<file path="config.mk">
export PLATFORM = sky130hd
export DESIGN_NAME = match_controller
export DESIGN_NICKNAME = d
export VERILOG_FILES = /design/src/rtl/game_pkg.sv /design/src/rtl/tick_counter.sv /design/src/rtl/match_controller.sv
export SDC_FILE = /design/constraint.sdc
export NUM_CORES = 1
export LEC_CHECK = 0
export ABC_CLOCK_PERIOD_IN_PS = 2600
export CAP_MARGIN = 40
export CORE_MARGIN = 3
export CORE_UTILIZATION = 54
export DETAILED_ROUTE_END_ITERATION = 12
export GPL_ROUTABILITY_DRIVEN = 0
export PLACE_DENSITY = 0.9
export SYNTH_ARGS = -nofsm -noshare
export SYNTH_HDL_FRONTEND = slang
export SYNTH_SLANG_ARGS = --single-unit
</file>
<file path="constraint.sdc">
create_clock -name clk -period 2.6 [get_ports clk]
set_clock_uncertainty 0.05 [all_clocks]
set_input_delay 0.78 -clock clk [delete_from_list [all_inputs] [get_ports clk]]
set_output_delay 0.78 -clock clk [all_outputs]
set_load 0.03 [all_outputs]
</file>
<file path="src/rtl/game_pkg.sv">
// Shared types and default parameters for the pong match sequencer.
package game_pkg;

  typedef enum logic [1:0] {
    IDLE      = 2'd0,
    SERVE     = 2'd1,
    PLAY      = 2'd2,
    GAME_OVER = 2'd3
  } game_state_t;

  localparam int WIN_SCORE_DEFAULT         = 7;
  localparam int SERVE_DELAY_TICKS_DEFAULT = 60;
  localparam int SCORE_W_DEFAULT           = 4;

endpackage

</file>
<file path="src/rtl/tick_counter.sv">
// Loadable down-counter stepped by a tick enable; flags when it has reached zero.
module tick_counter #(
  parameter int W = 6
) (
  input  logic         clk,
  input  logic         rst,
  input  logic         load,
  input  logic [W-1:0] load_value,
  input  logic         tick,
  output logic         zero
);

  logic [W-1:0] count_reg;

  // A load always beats a coincident tick; the count parks at zero.
  always_ff @(posedge clk) begin
    if (rst) begin
      count_reg <= '0;
    end else if (load) begin
      count_reg <= load_value;
    end else if (tick && (count_reg != '0)) begin
      count_reg <= count_reg - W'(1);
    end
  end

  assign zero = (count_reg == '0);

endmodule

</file>
<file path="src/rtl/match_controller.sv">
// Match state machine for pong: serve delay, scoring, ball gating and winner tracking.
module match_controller
  import game_pkg::*;
#(
  parameter int WIN_SCORE         = WIN_SCORE_DEFAULT,
  parameter int SERVE_DELAY_TICKS = SERVE_DELAY_TICKS_DEFAULT,
  parameter int SCORE_W           = SCORE_W_DEFAULT
) (
  input  logic               clk,
  input  logic               rst,
  input  logic               timing_tick,
  input  logic               start_btn,
  input  logic               miss_left,
  input  logic               miss_right,
  output logic               ball_run,
  output logic               ball_center,
  output logic               serve_right,
  output logic [SCORE_W-1:0] score_left,
  output logic [SCORE_W-1:0] score_right,
  output logic               game_over,
  output logic               winner_left,
  output logic [1:0]         state
);

  localparam int CNT_W = (SERVE_DELAY_TICKS > 1) ? $clog2(SERVE_DELAY_TICKS) : 1;
  localparam logic [CNT_W-1:0]   SERVE_LOAD = CNT_W'(SERVE_DELAY_TICKS - 1);
  localparam logic [SCORE_W-1:0] WIN_VAL    = SCORE_W'(WIN_SCORE);

  generate
    if (WIN_SCORE < 1 || WIN_SCORE > (2 ** SCORE_W) - 1) begin : g_bad_win_score
      $error("match_controller: WIN_SCORE must be in 1..2**SCORE_W-1");
    end
    if (SERVE_DELAY_TICKS < 1) begin : g_bad_serve_delay
      $error("match_controller: SERVE_DELAY_TICKS must be >= 1");
    end
  endgenerate

  game_state_t        state_reg, state_next;
  logic [SCORE_W-1:0] score_left_reg, score_left_next;
  logic [SCORE_W-1:0] score_right_reg, score_right_next;
  logic               serve_right_reg, serve_right_next;
  logic               winner_left_reg, winner_left_next;
  logic               ball_center_reg, ball_center_next;
  logic               start_prev_reg;
  logic               start_rise;
  logic               cnt_load;
  logic               cnt_zero;
  logic [SCORE_W-1:0] left_inc, right_inc;

  assign start_rise = start_btn & ~start_prev_reg;
  assign left_inc   = score_left_reg + SCORE_W'(1);
  assign right_inc  = score_right_reg + SCORE_W'(1);

  tick_counter #(
    .W(CNT_W)
  ) u_serve_timer (
    .clk       (clk),
    .rst       (rst),
    .load      (cnt_load),
    .load_value(SERVE_LOAD),
    .tick      (timing_tick && (state_reg == SERVE)),
    .zero      (cnt_zero)
  );

  always_ff @(posedge clk) begin
    if (rst) begin
      state_reg       <= IDLE;
      score_left_reg  <= '0;
      score_right_reg <= '0;
      serve_right_reg <= 1'b0;
      winner_left_reg <= 1'b0;
      ball_center_reg <= 1'b0;
      start_prev_reg  <= 1'b0;
    end else begin
      state_reg       <= state_next;
      score_left_reg  <= score_left_next;
      score_right_reg <= score_right_next;
      serve_right_reg <= serve_right_next;
      winner_left_reg <= winner_left_next;
      ball_center_reg <= ball_center_next;
      start_prev_reg  <= start_btn;
    end
  end

  always_comb begin
    state_next       = state_reg;
    score_left_next  = score_left_reg;
    score_right_next = score_right_reg;
    serve_right_next = serve_right_reg;
    winner_left_next = winner_left_reg;
    ball_center_next = 1'b0;
    cnt_load         = 1'b0;

    case (state_reg)
      IDLE, GAME_OVER: begin
        if (start_rise) begin
          score_left_next  = '0;
          score_right_next = '0;
          winner_left_next = 1'b0;
          ball_center_next = 1'b1;
          cnt_load         = 1'b1;
          state_next       = SERVE;
        end
      end
      SERVE: begin
        if (timing_tick && cnt_zero) begin
          state_next = PLAY;
        end
      end
      PLAY: begin
        // miss_left has priority when both sides report a miss together.
        if (miss_left) begin
          score_right_next = right_inc;
          serve_right_next = 1'b0;
          if (right_inc == WIN_VAL) begin
            winner_left_next = 1'b0;
            state_next       = GAME_OVER;
          end else begin
            ball_center_next = 1'b1;
            cnt_load         = 1'b1;
            state_next       = SERVE;
          end
        end else if (miss_right) begin
          score_left_next  = left_inc;
          serve_right_next = 1'b1;
          if (left_inc == WIN_VAL) begin
            winner_left_next = 1'b1;
            state_next       = GAME_OVER;
          end else begin
            ball_center_next = 1'b1;
            cnt_load         = 1'b1;
            state_next       = SERVE;
          end
        end
      end
      default: state_next = IDLE;
    endcase
  end

  assign ball_run    = (state_reg == PLAY);
  assign game_over   = (state_reg == GAME_OVER);
  assign ball_center = ball_center_reg;
  assign serve_right = serve_right_reg;
  assign score_left  = score_left_reg;
  assign score_right = score_right_reg;
  assign winner_left = winner_left_reg;
  assign state       = state_reg;

endmodule
</file>
### Yosys cells after proc, flatten, opt, wreduce, memory -nomap -nowiden

Cells that the tools add are included.
Widths: inputs -> output; s select.

* add/subtract/negate cells: 3
* multiply operators: 0
* divide/modulo/power cells: 0
* magnitude comparators: 0
* equal/unequal tests: 13
* shift operators: 0
* mux-type cells: 29
* bitwise operators: 2
* reduce and logical (&&, ||, !) cells: 16

Operators with widths (number)
* $mux 4: 4
* $pmux 4 s2: 2
* $mux 1: 12
* $mux 2: 6
* $mux 6: 2
* $add 4x1->4 const B: 2
* $eq 4x3->1 const B: 2
* $ne 2x2->1 const B: 4
* $logic_not 6->1: 1
* $ne 3x2->1 const B: 2
* $pmux 2 s3: 1
* $reduce_and 3->1: 2
* $reduce_bool 2->1: 3
* $reduce_bool 6->1: 1
* $sub 6x1->6 const B: 1
* $reduce_and 5->1: 1
* $eq 2x2->1 const B: 2
* $pmux 1 s2: 2
* $reduce_and 4->1: 1
* $reduce_or 2->1: 2
* $logic_and 1x1->1: 3
* $ne 3x3->1 const B: 1
* $eq 2x1->1 const B: 1
* $logic_not 2->1: 1
* 4 further kinds: 4

* register bits: 20
* latch bits: 0
* RAM bits: 0
* ROM bits: 0
* input bits: 6
* output and inout port bits: 15
* word-level logic and storage cells: 72
* memories: 0

### Depth between registers and ports, before layout

Gate-level depths: netlist of the first run.

* depth in word-level cells: 7
* gate-level depth with buffers: 8
* mapped depth without buffers: 7

### Modules after synthesis

Synthesis of the first run repeated with hierarchy kept, for this count alone.

* cells, all modules: 162
* area, all modules: 1372.6 um^2

By module, submodules not included
* match_controller: instances 1, cells an instance 120, area each 1001.0 um^2, seq. area each 280.3 um^2
* tick_counter: instances 1, cells an instance 42, area each 371.6 um^2, seq. area each 120.1 um^2

### Least setup slack after synthesis of the first run

No wires, ideal clock.

* path kind: reg-to-reg
* from: register state_reg[1], in the netlist state[1]
* to: register score_left_reg[3], in the netlist score_left[3]
* setup time: 0.086 ns
* data arrival time: 2.035 ns
* required time: 2.464 ns
* path slack: 0.430 ns
* cell stages (with the launch flop): 7
* path buffers: 1
* clock period less this slack: 2.170 ns
* path through: dfxtp_1 > ha_1 > buf_4 > nand2b_4 > a211oi_1 > a41oi_1 > a211oi_1

* elaborated cells on any way between the ends: 10
* classes of those cells: eq/ne: 5; mux: 1; reduce/logical: 4

RTL lines
* from (decl): line match_controller.sv:38 `game_state_t state_reg, state_next;`
* from (signal assigned): line match_controller.sv:75 `state_reg <= state_next;`
* $eq 2x2->1 (*)
* net ball_run: line match_controller.sv:15 `output logic ball_run,`
* $ne 2x2->1 (no source line) / $reduce_bool 2->1 (equally long branches)
* $reduce_and 4->1 (no source line)
* to (signal assigned): line match_controller.sv:76 `score_left_reg <= score_left_next;`
* to (decl): line match_controller.sv:39 `logic [SCORE_W-1:0] score_left_reg, score_left_next;`

Mark *: on every way through the listed nets, which the timed path passes. The rest lies on a longest branch.
A chain may end at the register's enable or synchronous reset.

### Final worst setup path of the first run

* from: register state_reg[0], in the netlist state[0]
* to: output ball_run

* longest elaborated chain between the ends: 1

RTL lines
* $eq 2x2->1: line match_controller.sv:140 `assign ball_run = (state_reg == PLAY);`
* to (decl): line match_controller.sv:15

No other way between the ends.

==> results of run 1 <==
[final cells by class]
| type | count | share of cell area [%] |
|---|---|---|
| Multi-Input combinational cell | 99 | 48.47 |
| Inverter | 8 | 2.166 |
| Clock buffer | 3 | 1.625 |
| Sequential cell | 20 | 28.88 |
| Tap cell | 25 | 2.256 |
| Timing Repair Buffer | 24 | 16.61 |
[Yosys cell counts, drive strengths merged (2+ instances only)]
master	n
dfxtp	20
a21oi	16
ha	9
inv	8
nand2	8
nor2	8
o21ai	8
nor2b	6
a211oi	5
nand3	4
xnor2	4
clkbuf	3
nand3b	3
nor3	3
o211ai	3
xor2	3
a41oi	2
and3b	2
mux2i	2
nand2b	2
[per-stage QoR]
step                utilization, %  total power [µW]  hold WS (ps)  instances  worst slack, ps
global placement             74.15              1054         460.2        176            176.0
floorplan                        -             901.1         467.8        131            429.9
detailed placement           74.15              1086         455.9        176            44.54
global route                 75.37              1322         512.4        179            77.60
CTS                          75.37              1239         469.6        179            138.5
finish                       75.37              1238         470.7        179            162.5
[where the power goes]
group	total, µW	internal (µW)	switching (µW)
Combinational	658	266	393
Clock	147	54.1	93.3
Sequential	433	374	59.1
Total	1240	693	545
[cell families (layout without fill, tap and decap cells)]
logic type / count (synthesis) / in the layout / synth area share (%)
AO/OA/AOI/OAI: 40 / 40 / 22.10
flip-flops: 20 / 20 / 35.71
multiplexers: 2 / 2 / 1.786
XOR/XNOR: 7 / 7 / 5.469
AND/OR/NAND/NOR: 41 / 41 / 20.54
adder cells (fa/ha/maj): 9 / 9 / 10.04
buffers and inverters: 12 / 35 / 4.353
[path summary, 6_finish.rpt]
kind / startpoint / to / slack [ps]
setup / recovery: state[0]$_SDFFE_PP0P_ / ball_run / 160
hold / removal: serve_right$_SDFFE_PP0P_ / serve_right$_SDFFE_PP0P_ / 470
setup reg to reg: state[0]$_SDFFE_PP0P_ / state[1]$_SDFFE_PP0P_ / 710
hold reg to reg: serve_right$_SDFFE_PP0P_ / serve_right$_SDFFE_PP0P_ / 470
[layer usage]
metal / track usage, % / vias to the layer above / part of all wire [%] / routed length [µm]
met2: 38.35 / 29 / 47 / 1233
met5: 0 / - / 0 / 0
met1: 23.84 / 491 / 45 / 1163
li1: - / 520 / - / -
met4: 17.47 / 0 / 4.1 / 106
met3: 3.725 / 10 / 3.7 / 96
[critical path: stages (launching register included)]
cell and delay [ps]:
dfxtp_1 440, inv_1 70, ha_1 210, clkdlybuf4s50_1 590
==> results.tsv, run 1 <==
stage	metric	value	unit
logic_synthesis	sequential area share after synthesis	35.71	%
cells_and_area	antenna diode count	0	
route	drc violations	0	
clock_network	Clock Tree Buf Depth	2	
logic_synthesis	Post-Syn Nets	146	
floorplan	die area	2659	µm²
logic_synthesis	syn avg cell area	8.558	µm²
clock_network	Skew-Pair Late Insertion Delay	300	ps
power	Static Leak	0.0005257	µW
cells_and_area	layout cell share with drive strength beyond 1	6.494	%
logic_synthesis	ys async rst share	0	%
cells_and_area	commonest non-fill, non-tap cells in the layout	20 x dfxtp_1, 20 x clkdlybuf4s50_1, 16 x a21oi_1	
sta	RSZ-0062 raised after global routing	false	
clock_network	Root Driver	clkbuf_4	
global_route	vias in the first global route	1025	
logic_synthesis	Post-Synthesis Cells	131	
logic_synthesis	library cells used by synthesis	33	
floorplan	die height	51.57	µm
clock_network	Post-CTS Resized	0	
power	Peak VDD IR	0.0006502	V
sta	crit path time final	2437	ps
sta	setup violators final	0	
clock_network	CTS tree	yes	
route	vias post-DR	1050	
placed_design	DP Area	1364	µm²
cells_and_area	Layout area overhead	23.66	%
logic_synthesis	register bit total from synthesis	20	
sta	Setup TNS	0	ps
cells_and_area	Final Cell Area	1386	µm²
logic_synthesis	post-synth top area share	35.71	%
logic_synthesis	top cell type by total area after synthesis	dfxtp_1	
clock_network	total CTS buffers	3	
global_route	first-pass GRT wire length	4353	µm
sta	Slew Limit Fails	0	
clock_network	cts-stage hold buffer count	0	
route	routed len/inst	14.52	µm
placed_design	post-DP HPWL	1974	µm
route	drt via density	5.866	
power	Pwr Density	893.4	nW/µm²
sta	Final Cycle Share	93.75	%
floorplan	initial core utilization	60.95	%
critical_path	Startpoint Class	flip-flop	
critical_path	type of element capturing the critical path	primary output	
critical_path	Worst Path Required	1770	ps
sta	Slew headroom	68.80	%
logic_synthesis	Post-synth EDFFs	0	
cells_and_area	FF/Latch Area	400.4	µm²
clock_network	Sink Count	20	
logic_synthesis	mapped cell area	1121	µm²
status	status	complete, no violations	
floorplan	CORE AREA	1839	µm²
route	post-route ant nets	0	
global_route	largest net degree at the start of global routing	13	
sta	Slew @ Worst Pin	468.0	ps
logic_synthesis	dominant synthesized flop cell	dfxtp_1	
route	Pre-antenna DRT Iters	4	
flow_run	max_cap viols	0	
critical_path	Worst Path Max Fanout	6	
logic_synthesis	Synth area leaders	dfxtp_1 36%, ha_1 10%, a21oi_1 7.1%, o21ai_0 3.6%, a211oi_1 3.3%	
placed_design	Port Buf Inserts	20	
cells_and_area	fillers	145	
clock_network	H-Tree Depth	1	
floorplan	Die X	51.57	µm
global_route	gr usage total	22.24	%
critical_path	CP Class	flip-flop to primary output	
route	DRT Wirelength	2599	µm
critical_path	CP Data Arrival Time	1610	ps
floorplan	row cnt	15	
cells_and_area	max reg flops	6	
cells_and_area	multi-input combinational cell area	671.9	µm²
critical_path	reg2reg path depth	6	
global_route	initial antenna violation count	0	
floorplan	IO Pins	21	
sta	Max Fclk	410.3	MHz
route	Initial DRC Count	29	
clock_network	CTS clk-pin slew, worst paths	110	ps
global_route	gr ovfl total	0	
clock_network	setup bufs post-CTS	0	
logic_synthesis	Ys Warns	0	
hold_path	Hold Path Stages	2	
cells_and_area	NumNets Final	171	
sta	Final Hold Fails	0	
hold_path	type of the most critical hold path	flip-flop to flip-flop	
Power figures use the tool's default switching activity.
==> run 2, diff against run 1 <==
--- a/config.mk
+++ b/config.mk
@@ -12,6 +12,7 @@
 export DETAILED_ROUTE_END_ITERATION = 12
 export GPL_ROUTABILITY_DRIVEN = 0
 export PLACE_DENSITY = 0.9
+export RECOVER_POWER = 50
 export SYNTH_ARGS = -nofsm -noshare
 export SYNTH_HDL_FRONTEND = slang
 export SYNTH_SLANG_ARGS = --single-unit
==> run 2 against run 1 <==
Against the previous run: die area is the same; design area decreased by 1.1%; critical path type unchanged; sequential cell count is the same; critical endpoint unchanged; register-to-register slack worse by 90 ps; worst hold slack lost 1.3 ps; sequential share of layout area up 0.32 points.
==> results.tsv, run 2 (synthesized netlist as in run 1, its figures left out) <==
stage	metric	value	unit	change
status	status	complete, no violations		
clock_network	H-Tree Depth	1		unchanged
critical_path	CP max stage cell	clkdlybuf4s50_1		
sta	Slew headroom	68.77	%	about the same
sta	Final Hold Fails	0		unchanged
route	drc violations	0		unchanged
critical_path	worst r2r src	state[0]$_SDFFE_PP0P_		
clock_network	Skew-Pair Late Insertion Delay	300	ps	about the same
route	Pre-antenna DRT Iters	4		unchanged
critical_path	Worst Path Required	1770	ps	about the same
global_route	vias in the first global route	1025		unchanged
global_route	gr usage total	22.24	%	unchanged
cells_and_area	max reg flops	6		unchanged
sta	setup violators final	0		unchanged
hold_path	type of the most critical hold path	flip-flop to flip-flop		
route	Initial DRC Count	25		-14%
hold_path	HP Start	serve_right$_SDFFE_PP0P_		
clock_network	total CTS buffers	3		unchanged
global_route	initial antenna violation count	0		unchanged
clock_network	CTS tree	yes		
critical_path	Startpoint Class	flip-flop		
clock_network	Sink Count	20		unchanged
power	Peak VDD IR	0.0006556	V	+0.84%
route	routed len/inst	14.55	µm	+0.19%
critical_path	Worst setup startpoint	state[0]$_SDFFE_PP0P_		
cells_and_area	fillers	150		+3.4%
global_route	first-pass GRT wire length	4353	µm	unchanged
floorplan	initial core utilization	60.95	%	unchanged
cells_and_area	commonest non-fill, non-tap cells in the layout	20 x dfxtp_1, 17 x clkdlybuf4s50_1, 16 x a21oi_1		
sta	crit path time final	2440	ps	+2.882 ps
floorplan	row cnt	15		unchanged
clock_network	setup bufs post-CTS	0		unchanged
critical_path	type of element capturing the critical path	primary output		
sta	RSZ-0062 raised after global routing	false		
floorplan	Die X	51.57	µm	unchanged
route	post-route ant nets	0		unchanged
cells_and_area	NumNets Final	171		unchanged
clock_network	cts-stage hold buffer count	0		unchanged
placed_design	Port Buf Inserts	20		unchanged
global_route	largest net degree at the start of global routing	13		unchanged
route	vias post-DR	1051		+0.095%
critical_path	slowest stage delay, CP	590	ps	about the same
clock_network	Post-CTS Resized	0		unchanged
placed_design	post-DP HPWL	1974	µm	unchanged
clock_network	Root Driver	clkbuf_4		
cells_and_area	antenna diode count	0		unchanged
flow_run	max_cap viols	0		unchanged
sta	Fin Hold WS	469.3	ps	-1.349 ps
floorplan	die height	51.57	µm	unchanged
critical_path	CP Data Arrival Time	1610	ps	about the same
route	DRT Wirelength	2604	µm	+0.19%
sta	Slew @ Worst Pin	468.5	ps	+0.4598 ps
sta	Setup TNS	0	ps	unchanged
global_route	gr ovfl total	0		unchanged
floorplan	die area	2659	µm²	unchanged
sta	Final Cycle Share	93.86	%	+0.11 points
clock_network	Clock Tree Buf Depth	2		unchanged
floorplan	IO Pins	21		unchanged
power	Static Leak	0.0005158	µW	-1.9%
critical_path	cells along the critical path	inv_1 > ha_1 > clkdlybuf4s50_1		
power	Pwr Density	899.9	nW/µm²	+0.73%
cells_and_area	most common cell after layout, fill and taps aside	dfxtp_1		
cells_and_area	Layout area overhead	22.32	%	
sta	Setup WS post-layout	159.6	ps	-2.882 ps
placed_design	Setup WS pre-CTS	44.54	ps	unchanged
critical_path	CP Class	flip-flop to primary output		
critical_path	Worst Path Max Fanout	6		unchanged
clock_network	CTS clk-pin slew, worst paths	110	ps	about the same
sta	Max Fclk	409.8	MHz	-0.12%
sta	Slew Limit Fails	0		unchanged
floorplan	CORE AREA	1839	µm²	unchanged
cells_and_area	layout cell share with drive strength beyond 1	4.545	%	-1.9 points
route	drt via density	5.872		about the same
## run 2: path summary, 6_finish.rpt
kind	slack [ps]	cells past startpoint	end
max	160	3	ball_run
min	470	2	serve_right$_SDFFE_PP0P_
max reg2reg	620	6	score_left[3]$_SDFFE_PP0P_
min reg2reg	470	2	serve_right$_SDFFE_PP0P_
## run 2: critical path: cells and delay by family, from the launching register on
family | cells | cell delay (ps)
flip-flops | 1 | 440
buffers and inverters | 2 | 660
adder cells (fa/ha/maj) | 1 | 210
## run 2: layout make-up
class / count / area (µm²) / share of cell area [%]
well taps: 25 / 31.28 / 2.281
multi-input cells: 99 / 664.4 / 48.45
inverters: 8 / 30.03 / 2.190
clock buffers: 3 / 22.52 / 1.642
repair buffers: 24 / 222.7 / 16.24
flip-flops and latches: 20 / 400.4 / 29.20
## run 2: report_power, final
part / total, µW / internal, µW / switching [µW]
Sequential: 432 / 374 / 58.5
Combinational: 652 / 260 / 392
Clock: 150 / 54.1 / 96.1
## run 2: metal layers
metal / track usage [%] / share of wire [%]
met5: 0 / 0
met2: 38.35 / 47
met4: 17.47 / 3.3
met1: 23.84 / 46
met3: 3.725 / 3.6
## run 2: stage by stage
stage                     power (µW)  instances  utilization [%]  area, µm²
after floorplan                901.1        131                -       1121
after global placement          1054        176            74.15       1364
after detailed placement        1086        176            74.15       1364
after CTS                       1239        179            75.37       1386
after global routing            1313        179            74.56       1371
final                           1234        179            74.56       1371
